`src/rtl/pc_ctrl_pkg.sv`:
```
// pc_ctrl_pkg: shared widths, FSM state encoding and preset branch targets
package pc_ctrl_pkg;
  localparam int PC_W = 10;
  localparam int IDX_W = 5;
  localparam int CNT_W = 16;
  typedef enum logic [1:0] {IDLE, LOAD, RUN, DONE} state_t;
  localparam logic [PC_W-1:0] DEFAULT_TARGETS [2**IDX_W] = '{
    0: 10'h040, 1: 10'h03D, 2: 10'h034, 3: 10'h053,
    4: 10'h053, 5: 10'h053, 6: 10'h04A, 7: 10'h065,
    default: '0
  };
endpackage

```
`src/rtl/branch_target_table.sv`:
```
// branch_target_table: async-reset target register file, one write port, two read ports; BRANCH_TABLE_PRESET_EN presets entries from DEFAULT_TARGETS
module branch_target_table
  import pc_ctrl_pkg::*;
#(
  parameter int PW = PC_W,
  parameter int IW = IDX_W
) (
  input  logic          clk,
  input  logic          rst_n,
  input  logic          we,
  input  logic [IW-1:0] wr_idx,
  input  logic [PW-1:0] wr_data,
  input  logic [IW-1:0] rd_idx_a,
  output logic [PW-1:0] rd_data_a,
  input  logic [IW-1:0] rd_idx_b,
  output logic [PW-1:0] rd_data_b
);
  logic [PW-1:0] mem [2**IW];
  // reset to preset or zero contents; otherwise accept one write per edge
  always_ff @(posedge clk or negedge rst_n)
    if (!rst_n)
      for (int i = 0; i < 2**IW; i++)
`ifdef BRANCH_TABLE_PRESET_EN
        mem[i] <= DEFAULT_TARGETS[i];
`else
        mem[i] <= '0;
`endif
    else if (we)
      mem[wr_idx] <= wr_data;
  assign rd_data_a = mem[rd_idx_a];
  assign rd_data_b = mem[rd_idx_b];
endmodule

```
`src/rtl/pc_branch_ctrl.sv`:
```
// pc_branch_ctrl: PC sequencer with runtime-loadable branch-target table (see branch_target_table for BRANCH_TABLE_PRESET_EN)
module pc_branch_ctrl
  import pc_ctrl_pkg::*;
#(
  parameter int PW = PC_W,
  parameter int IW = IDX_W,
  parameter int CW = CNT_W
) (
  input  logic          clk,
  input  logic          rst_n,
  input  logic          load_en,
  input  logic          start,
  input  logic          wr_valid,
  output logic          wr_ready,
  input  logic [IW-1:0] wr_idx,
  input  logic [PW-1:0] wr_target,
  input  logic          branch_en,
  input  logic [IW-1:0] branch_idx,
  input  logic          halt,
  input  logic          stall,
  output logic [PW-1:0] pc,
  output logic [PW-1:0] target,
  output logic          running,
  output logic          done,
  output logic [CW-1:0] cycles
);
  state_t state;
  logic [PW-1:0] br_tgt;
  assign wr_ready = state == LOAD;
  assign running = state == RUN;
  assign done = state == DONE;
  branch_target_table #(.PW(PW), .IW(IW)) u_tbl (
    .clk(clk),
    .rst_n(rst_n),
    .we(wr_valid && wr_ready),
    .wr_idx(wr_idx),
    .wr_data(wr_target),
    .rd_idx_a(branch_idx),
    .rd_data_a(br_tgt),
    .rd_idx_b(branch_idx),
    .rd_data_b(target)
  );
  // FSM with PC select (stall > halt > branch > increment) and saturating run counter
  always_ff @(posedge clk or negedge rst_n)
    if (!rst_n) begin
      state <= IDLE;
      pc <= '0;
      cycles <= '0;
    end else
      case (state)
        IDLE, DONE:
          if (load_en) state <= LOAD;
          else if (start) begin
            state <= RUN;
            pc <= '0;
            cycles <= '0;
          end
        LOAD:
          if (!load_en) state <= IDLE;
        RUN: begin
          cycles <= &cycles ? cycles : cycles + CW'(1);
          if (!stall) begin
            if (halt) state <= DONE;
            else pc <= branch_en ? br_tgt : pc + PW'(1);
          end
        end
        default: state <= IDLE;
      endcase
endmodule
```
`config.mk`:
```
export PLATFORM = sky130hd
export DESIGN_NAME = pc_branch_ctrl
export DESIGN_NICKNAME = d
export VERILOG_FILES = /design/src/rtl/pc_ctrl_pkg.sv /design/src/rtl/branch_target_table.sv /design/src/rtl/pc_branch_ctrl.sv
export SDC_FILE = /design/constraint.sdc
export NUM_CORES = 1
export LEC_CHECK = 0
export CORE_MARGIN = 2
export CORE_UTILIZATION = 60
export CTS_CLUSTER_DIAMETER = 80
export CTS_CLUSTER_SIZE = 24
export DETAILED_ROUTE_END_ITERATION = 10
export PLACE_DENSITY = 0.79
export SKIP_LAST_GASP = 1
export SYNTH_ARGS = -nofsm -noshare
export SYNTH_HDL_FRONTEND = slang
export SYNTH_SLANG_ARGS = --single-unit
```
`constraint.sdc`:
```
create_clock -name clk -period 4.5 [get_ports clk]
set_input_delay 0.675 -clock clk [delete_from_list [all_inputs] [get_ports clk]]
set_output_delay 0.675 -clock clk [all_outputs]
set_load 0.02 [all_outputs]
```
; ---- After elaboration in Yosys (flattened, before gate mapping)
; Index checks and enable logic that the tools add are counted.
[totals]
regBits = 348
latchBits = 0
ram_bits = 0
rom_bits = 0
output_inout_bits = 39
elab_cells = 84
mem_count = 0
[op_classes]
addsub = 2
mul = 0
div = 0
order_cmp = 3
eq_ne = 11
shift = 0
muxes = 22
bitwise = 2
reduce_logical = 9
[ops]
columns = cell, count
row1 = $bwmux W320, 1
row2 = $mux W10, 8
row3 = $bmux W10 S5, 1
row4 = $demux W10 S5, 1
row5 = $mux W16, 3
row6 = $pmux W16 S2, 1
row7 = $pmux W10 S2, 1
row8 = $add A16 B1 Y16 const B, 1
row9 = $reduce_and A16 Y1, 1
row10 = $ne A2 B2 Y1 const B, 7
row11 = $ge A6 B6 Y1 const B, 2
row12 = $not A5 Y6, 2
row13 = $add A10 B1 Y10 const B, 1
row14 = $mux W2, 5
row15 = $reduce_and A4 Y1, 2
row16 = $lt A6 B1 Y1 const B, 1
row17 = $pmux W2 S3, 1
row18 = $reduce_and A5 Y1, 1
row19 = $eq A2 B2 Y1 const B, 2
row20 = $ne A3 B3 Y1 const B, 1
row21 = $eq A2 B1 Y1 const B, 1
row22 = $logic_and A1 B1 Y1, 2
row23 = $logic_not A2 Y1, 1
row24 = $reduce_bool A2 Y1, 1
row25 = $reduce_or A2 Y1, 1

; ---- Depth between registers and ports, before layout
; Gate-level depths: netlist of run 1.
[depth]
depth_word = 8
ltp_mapped = 9

; ---- Hierarchy
; From an unflattened synthesis of run 1, not the netlist that was laid out.
[hier_totals]
hier_cells = 1650
area_unflattened_um2 = 19767.7
[modules_own_cells]
columns = mod, n_inst, cells_each, area_each_um2, seq_area_each_um2
row1 = branch_target_table, 1, 1441, 17923.4, 8007.7
row2 = pc_branch_ctrl, 1, 209, 1844.3, 700.7

; ---- Least setup slack after synthesis of run 1
; Ideal clock, no wire load.
[synth_path]
path_type = input port to output port
from = in branch_idx[1]
to = out target[9]
t_arrival_ps = 2033
slack_ps = 1792
path_stages = 7
cell_sequence = buf_4 -> buf_6 -> buf_4 -> mux2i_1 -> a22oi_1 -> a21oi_1 -> nor4_2
[synth_via]
elab_chain_len = 4
[synth_rtl]
columns = item, line_no
row1 = from (decl), pc_branch_ctrl.sv:18  ; input logic [IW-1:0] branch_idx,
row2 = $not A5 Y6 (not written as such), branch_target_table.sv:31  ; assign rd_data_b = mem[rd_idx_b];
row3 = $bmux W10 S5, branch_target_table.sv:31
row4 = $mux W10 (not written as such) (2 in a row), branch_target_table.sv:31
row5 = to (decl), pc_branch_ctrl.sv:22  ; output logic [PW-1:0] target,
; No other way between the ends. The select of a mux whose other input is x is not followed.

; ---- Worst setup path in the final report of run 1
[layout_path]
from = in branch_idx[0]
to = out target[4]
; The elaborated chain is that of the path after synthesis.

==> results of run 1 <==
==> logic make-up (layout without fill, tap and decap cells) <==
group	count (synthesis)	count (layout)	synth area share, %
adders and majority gates	5	5	0.378
muxes	480	480	31.4
buffers and inverters	91	121	2.69
AOI/OAI and AO/OA	162	162	6.70
DFF	348	348	52.6
and+or+nand+nor	173	173	6.19
==> power by group through the flow <==
| stage | sequential (uW) | combinational [uW] | clock (uW) |
|---|---|---|---|
| final | 4370 | 2140 | 1760 |
| after global routing | 4460 | 2320 | 1900 |
| after CTS | 4360 | 2150 | 1790 |
| after detailed placement | 4410 | 2140 | 0 |
| after global placement | 4370 | 2090 | 0 |
| after floorplan | 4370 | 1440 | 0 |
==> sequential cells by signal, summed over array words and instances (netlist names) <==
name,flops
u_tbl.mem,320
pc,10
state,2
cycles,16
==> worst paths after layout <==
| kind | end | cells after the start |
|---|---|---|
| worst max-delay path | target[4] | 6 |
| worst min-delay path | u_tbl.mem[107] | 1 |
| worst max register to register | cycles[5] | 6 |
| worst min register to register | u_tbl.mem[194] | 1 |
| max in group asynchronous | u_tbl.mem[177] | 2 |
| min in group clk | u_tbl.mem[194] | 1 |
==> routing by layer <==
layer  part of all wire [%]  GRT usage [%]  up-vias
li1                       -              -     4674
met1                     45           39.8     5574
met2                     48           45.3      303
met3                    4.6           3.72       72
met4                    2.4           6.73        0
met5                      0              0        -
==> area by class of cell <==
class | instances | area [um^2]
Sequential cell | 348 | 8710
Timing Repair Buffer | 94 | 955
Multi-Input combinational cell | 820 | 7430
Clock inverter | 1 | 11.3
Fill cell | 2007 | 8990
Tap cell | 341 | 427
Inverter | 5 | 18.8
Clock buffer | 21 | 483
==> critical path: cells and delay by family <==
kind | cells | cell delay (ps)
AND/OR/NAND/NOR | 2 | 1110
buffers and inverters | 2 | 1190
AO/OA/AOI/OAI | 2 | 780
==> metrics by stage <==
step	total power (uW)	util [%]	cells	setup TNS, ps	hold WS, ps
3_5_place_dp	6550	64.9	1608	0	475
5_1_grt	8690	66.7	1630	-9.78	192
3_3_place_gp	6460	64.9	1608	0	469
4_1_cts	8300	66.7	1630	0	181
2_1_floorplan	5800	-	1259	0	379
6_report	8270	66.7	1630	0	150
==> layout by cell type (no fill, tap or decap), types with 3 or more instances in the layout <==
master	synthesis	final
sky130_fd_sc_hd__a21oi_1	42	42
sky130_fd_sc_hd__a221o_1	9	9
sky130_fd_sc_hd__a22oi_1	80	80
sky130_fd_sc_hd__a31oi_1	3	3
sky130_fd_sc_hd__and3_1	3	3
sky130_fd_sc_hd__buf_12	0	6
sky130_fd_sc_hd__buf_4	11	22
sky130_fd_sc_hd__clkbuf_16	0	19
sky130_fd_sc_hd__clkdlybuf4s50_1	0	64
sky130_fd_sc_hd__dfrtp_1	348	348
sky130_fd_sc_hd__ha_1	5	5
sky130_fd_sc_hd__inv_1	5	5
sky130_fd_sc_hd__mux2_2	318	318
sky130_fd_sc_hd__mux2i_1	160	160
sky130_fd_sc_hd__nand2_1	55	55
sky130_fd_sc_hd__nand2b_1	6	6
sky130_fd_sc_hd__nand3_1	17	17
sky130_fd_sc_hd__nand3_2	3	3
sky130_fd_sc_hd__nand3b_1	8	8
sky130_fd_sc_hd__nor2_1	13	12
sky130_fd_sc_hd__nor2_2	12	12
sky130_fd_sc_hd__nor2_4	4	5
sky130_fd_sc_hd__nor2b_1	6	4
sky130_fd_sc_hd__nor3_1	7	7
sky130_fd_sc_hd__nor3b_1	7	7
sky130_fd_sc_hd__nor4_1	3	3
sky130_fd_sc_hd__nor4_2	11	11
sky130_fd_sc_hd__o21ai_0	14	14
sky130_fd_sc_hd__o221ai_1	7	7
sky130_fd_sc_hd__or4b_1	4	4
==> results.md, run 1 <==
* Result of the run: completed
* Number of H-tree branching levels at 1
* # setup viols final at 0
* Startpoint of the worst register-to-register path: cycles[0]
* # port buffers at 66
* CTS Buf Count at 18
* Wire length of the first global-routing pass at 62300 um
* Final standard cell area without fillers at between 15000 and 20000 um^2
* Area of the mapped netlist at 16600 um^2
* Final RePlAce weighted congestion at 0.842
* CTS sink cnt at 348
* Post-detailed-routing wire length at 39500 um
* Net switching component of the power at 2510 uW
* Nets in the synthesized netlist at roughly 1300
* Area Growth Syn to Fin at 8.93%
* Antenna Nets Post-Route at 0
* Library cell contributing the largest single delay on the critical path: sky130_fd_sc_hd__nor2b_4
* Total cell area at the placement stage at between 15000 and 20000 um^2
* Post-synth top cells: sky130_fd_sc_hd__dfrtp_1, sky130_fd_sc_hd__mux2_2, sky130_fd_sc_hd__mux2i_1, sky130_fd_sc_hd__a22oi_1, sky130_fd_sc_hd__clkbuf_1
* #FFs+latches synth at 348
* Worst skew pair latency at 520 ps
* Required @ worst endpoint at 3830 ps
* Most common cell on crit path: sky130_fd_sc_hd__clkdlybuf4s50_1
* Initial Utilization at 61.3%
* Max VDD drop at 0.348 mV
* Number of distinct standard cells referenced by the synthesized netlist at 48
* Slew of the pin with the lowest slew margin at between 1000 and 1500 ps
* Number of resized instances in the post-cts repair step at 0
* Leakage power of the design at 0.00854 uW
* Switching part of the total power at 30.4%
* Maximum achievable frequency at about 220 MHz
* CTS Buffer Depth at 3
* Final critical path time including I/O delays and setup at 4450 ps
* Power density of the placed cells at ~460 nW/um^2
* Number of placement rows at 60
* Buffer count from post-CTS setup fixing at 0
* Via count at 10600
* Setup crit end kind: primary output
* Data arrival time of the worst path at 3770 ps
* DRC violation total after the first TritonRoute iteration at 918
* Portion of total power attributed to combinational logic at 25.9%
* Dominant cells by area after synthesis: sky130_fd_sc_hd__dfrtp_1, sky130_fd_sc_hd__mux2_2, sky130_fd_sc_hd__mux2i_1
* HP Class: primary input to async pin
* Die area at 28900 um^2
* Startpoint class of the critical path: primary input
* Number of inserted diodes at 0
* Clock power share at 21.3%
* Crit path launch: branch_idx[0]
* Number of vias per cell after detailed routing at roughly 6.5
* Placeable Area at 27000 um^2
* Initial antenna violation count at 0
* Routed len/inst at 24.2 um
* Sequential cell fraction of total power at 52.8%
* R2R Setup Slk at 1710 ps
* Number of detailed-routing iterations run before antenna repair at 5
* Clock skew at roughly 13 ps
* Root Driver: sky130_fd_sc_hd__clkbuf_16
* Remaining routing DRC violations at 0
* Portion of the post-synthesis area used by sequential elements at 52.6%
* Post-Synthesis Mean Instance Area at 13.2 um^2
* Layout Nets at 1320
* Fraction of final layout cells sized beyond drive strength 1 at 31.3%
* Delay of the slowest cell on the worst path at 950 ps
* Warnings, synthesis at 0
* Total Routing Usage GR at 27.8%
* Number of global-route vias before repair at roughly 11000
* Cell breakdown of the critical path: clkdlybuf4s50_1 > nor2b_4 > a22oi_1 > a21oi_1 > nor4_2 > clkdlybuf4s50_1
* TritonCTS clock tree: done
* Fraction of synthesis flops using an asynchronous set or reset pin at 100%
* Count of flip-flops with a built-in enable after synthesis at 0
* Cells after Synth at 1259
* Portion of synthesized cell area occupied by the leading cell type at 52.6%
* Most used standard cell by instance count after synthesis: sky130_fd_sc_hd__dfrtp_1
* Vertical extent of the die at around 170 um
* Max transition margin at 23.2%
* Total of hold buffers inserted after clock tree synthesis at 0
* Largest fanout on the critical path at 40
* Ports at 67
* Clock transition time at the flip-flop clock pins of the worst setup and hold paths at 90 ps
* RSZ-0062 raised after global routing: yes
* Final-report hold violation count at 0
* Cell accounting for the most synthesized area: sky130_fd_sc_hd__dfrtp_1
* Startpoint-to-endpoint class of the critical path: primary input to primary output
* Total congestion overflow at 0
* Cell-internal power at 5760 uW
* Worst slack, placed at about 90 ps
* Die Span X at approximately 170 um
* Main flop type after synthesis: sky130_fd_sc_hd__dfrtp_1
* Part of the cycle the worst path needs at between 90 and 100%
* Worst path setup slack after routing at 54.8 ps
* Max_cap viols at 0
* Final Slew Violations at 0
* Final HPWL from detailed placement at ~26000 um
* Largest net degree at the start of global routing at between 100 and 150
No activity file was read; power rests on OpenSTA's default activity.
==> run 2, diff against run 1 <==
--- a/config.mk
+++ b/config.mk
@@ -5,7 +5,7 @@
 export SDC_FILE = /design/constraint.sdc
 export NUM_CORES = 1
 export LEC_CHECK = 0
-export CORE_MARGIN = 2
+export CORE_MARGIN = 4
 export CORE_UTILIZATION = 60
 export CTS_CLUSTER_DIAMETER = 80
 export CTS_CLUSTER_SIZE = 24
==> run 2 against run 1 <==
Effect of this change:
- first-iteration DRC count up 6.2%
- critical endpoint is now target[8]
- via count down 0.20%
- clock-buffer cell count down 2
==> results.md, run 2 (synthesis gave the netlist of run 1 again) <==
* Worst skew pair latency at between 500 and 600 ps
* Placeable Area at 27000 um^2
* Layout Nets at 1324
* Fraction of final layout cells sized beyond drive strength 1 at 31.7%
* # port buffers at 66
* CTS Buf Count at 18
* Max VDD drop at 0.304 mV
* Total of hold buffers inserted after clock tree synthesis at 0
* Final Slew Violations at 0
* Slew of the pin with the lowest slew margin at 1320 ps
* Wire length of the first global-routing pass at about 64000 um
* Leakage power of the design at 0.00857 uW
* Total instance count after detailed placement at 1612
* Total cell area at the placement stage at about 18000 um^2
* Root Driver: sky130_fd_sc_hd__clkbuf_16
* Max transition margin at a little under an eighth
* RSZ-0062 raised after global routing: no
* Startpoint of the worst register-to-register path: state[1]
* Most flop-heavy register: u_tbl.mem
* Largest net degree at the start of global routing at 96
* Final-report hold violation count at 0
* Final standard cell area without fillers at between 15000 and 20000 um^2
* Initial Utilization at just over 60%
* CTS Buffer Depth at 3
* Area Growth Syn to Fin at 9.14%
* Total Routing Usage GR at approximately 27%
* Initial antenna violation count at 0
* Post-detailed-routing wire length at between 40000 and 50000 um
* Largest registers: u_tbl.mem x320, cycles x16, pc x10
* Vertical extent of the die at between 150 and 200 um
* TritonCTS clock tree: done
* Largest fanout on the critical path at 20
* Setup crit end kind: primary output
* Post-route total power at 8300 uW
* Startpoint class of the critical path: primary input
* Buffer count from post-CTS setup fixing at 0
* Final RePlAce weighted congestion at around 0.95
* Max_cap viols at 0
* Data arrival time of the worst path at 3570 ps
* Number of global-route vias before repair at 10700
* Clock transition time at the flip-flop clock pins of the worst setup and hold paths at about 90 ps
* Number of placement rows at 60
* Total congestion overflow at 0
* Maximum achievable frequency at between 200 and 250 MHz
* Startpoint-to-endpoint class of the critical path: primary input to primary output
* Crit path launch: branch_idx[2]
* Number of vias per cell after detailed routing at 6.49
* Part of the cycle the worst path needs at 94.3%
* Number of inserted diodes at 0
* Via count at 10600
* DRC violation total after the first TritonRoute iteration at 975
* CTS sink cnt at 348
* Commonest non-fill, non-tap cell in the layout: sky130_fd_sc_hd__dfrtp_1
* Number of detailed-routing iterations run before antenna repair at 5
* Clock skew at 7.72 ps
* # fillers at approximately 2000
* Routed len/inst at 24.9 um
* Result of the run: completed
* Die Span X at 174 um
* Final HPWL from detailed placement at 26900 um
* Required @ worst endpoint at 3830 ps
* Remaining routing DRC violations at 0
* Total negative slack at 0 ps
* Non-filler instance count after layout at 1633
* Antenna Nets Post-Route at 0
* Die area at just over 30000 um^2
* Top library cells by usage in the layout, fill and taps aside: sky130_fd_sc_hd__dfrtp_1, sky130_fd_sc_hd__mux2_2, sky130_fd_sc_hd__mux2i_1, sky130_fd_sc_hd__a22oi_1, sky130_fd_sc_hd__clkdlybuf4s50_1
* HP Class: primary input to async pin
* Ports at 67
* # setup viols final at 0
* Power density of the placed cells at 459 nW/um^2
* Final critical path time including I/O delays and setup at ~4200 ps
* Max reg flops at 320
* Number of resized instances in the post-cts repair step at 0
* Number of H-tree branching levels at 1
## run 2: power breakdown
part | internal, uW | leakage, uW | total (uW) | switching, uW
Sequential | 3910 | 0.00471 | 4370 | 464
Clock | 766 | 0.000244 | 1740 | 977
Combinational | 1090 | 0.00361 | 2190 | 1100
Total | 5760 | 0.00857 | 8300 | 2540
## run 2: stage by stage
stage | util (%) | hold WS (ps) | worst slack [ps]
3_3_place_gp | 65.0 | 467 | 351
6_report | 66.9 | 115 | 256
3_5_place_dp | 65.0 | 475 | 342
2_1_floorplan | - | 379 | 1790
5_1_grt | 66.9 | 142 | 268
4_1_cts | 66.9 | 134 | 333
## run 2: final cells by class
class                      instances  area, um^2  area share (%)
timing repair buffer              98         992            5.49
inverter                           5        18.8           0.104
clock buffer                      19         475            2.63
tap                              341         427            2.36
clock inverter                     2        16.3          0.0900
sequential                       348        8710            48.2
multi-input combinational        820        7430            41.1
## run 2: path summary, 6_finish.rpt
check / depth (start not counted) / slack (ps) / endpoint
setup / recovery: 7 / 260 / target[8]
hold / removal: 1 / 120 / u_tbl.mem[84]
setup reg to reg: 6 / 1780 / u_tbl.mem[270]
hold reg to reg: 1 / 500 / u_tbl.mem[194]
max in group asynchronous: 2 / 3310 / u_tbl.mem[246]
min in group clk: 1 / 500 / u_tbl.mem[194]
## run 2: layer usage
layer  global-route usage [%]  vias to the layer above  share of wire, %
li1                         -                     4687                 -
met1                     39.0                     5547                44
met5                        0                        -                 0
met2                     42.5                      316                47
met3                     4.98                       52               6.1
met4                     6.07                        0               2.6
## run 2: worst max-delay path, stage by stage
cell	delay, ps
sky130_fd_sc_hd__clkdlybuf4s50_1	610
sky130_fd_sc_hd__nor2b_4	610
sky130_fd_sc_hd__buf_4	380
sky130_fd_sc_hd__a22oi_1	190
sky130_fd_sc_hd__a21oi_1	400
sky130_fd_sc_hd__nor4_2	140
sky130_fd_sc_hd__clkdlybuf4s50_1	560
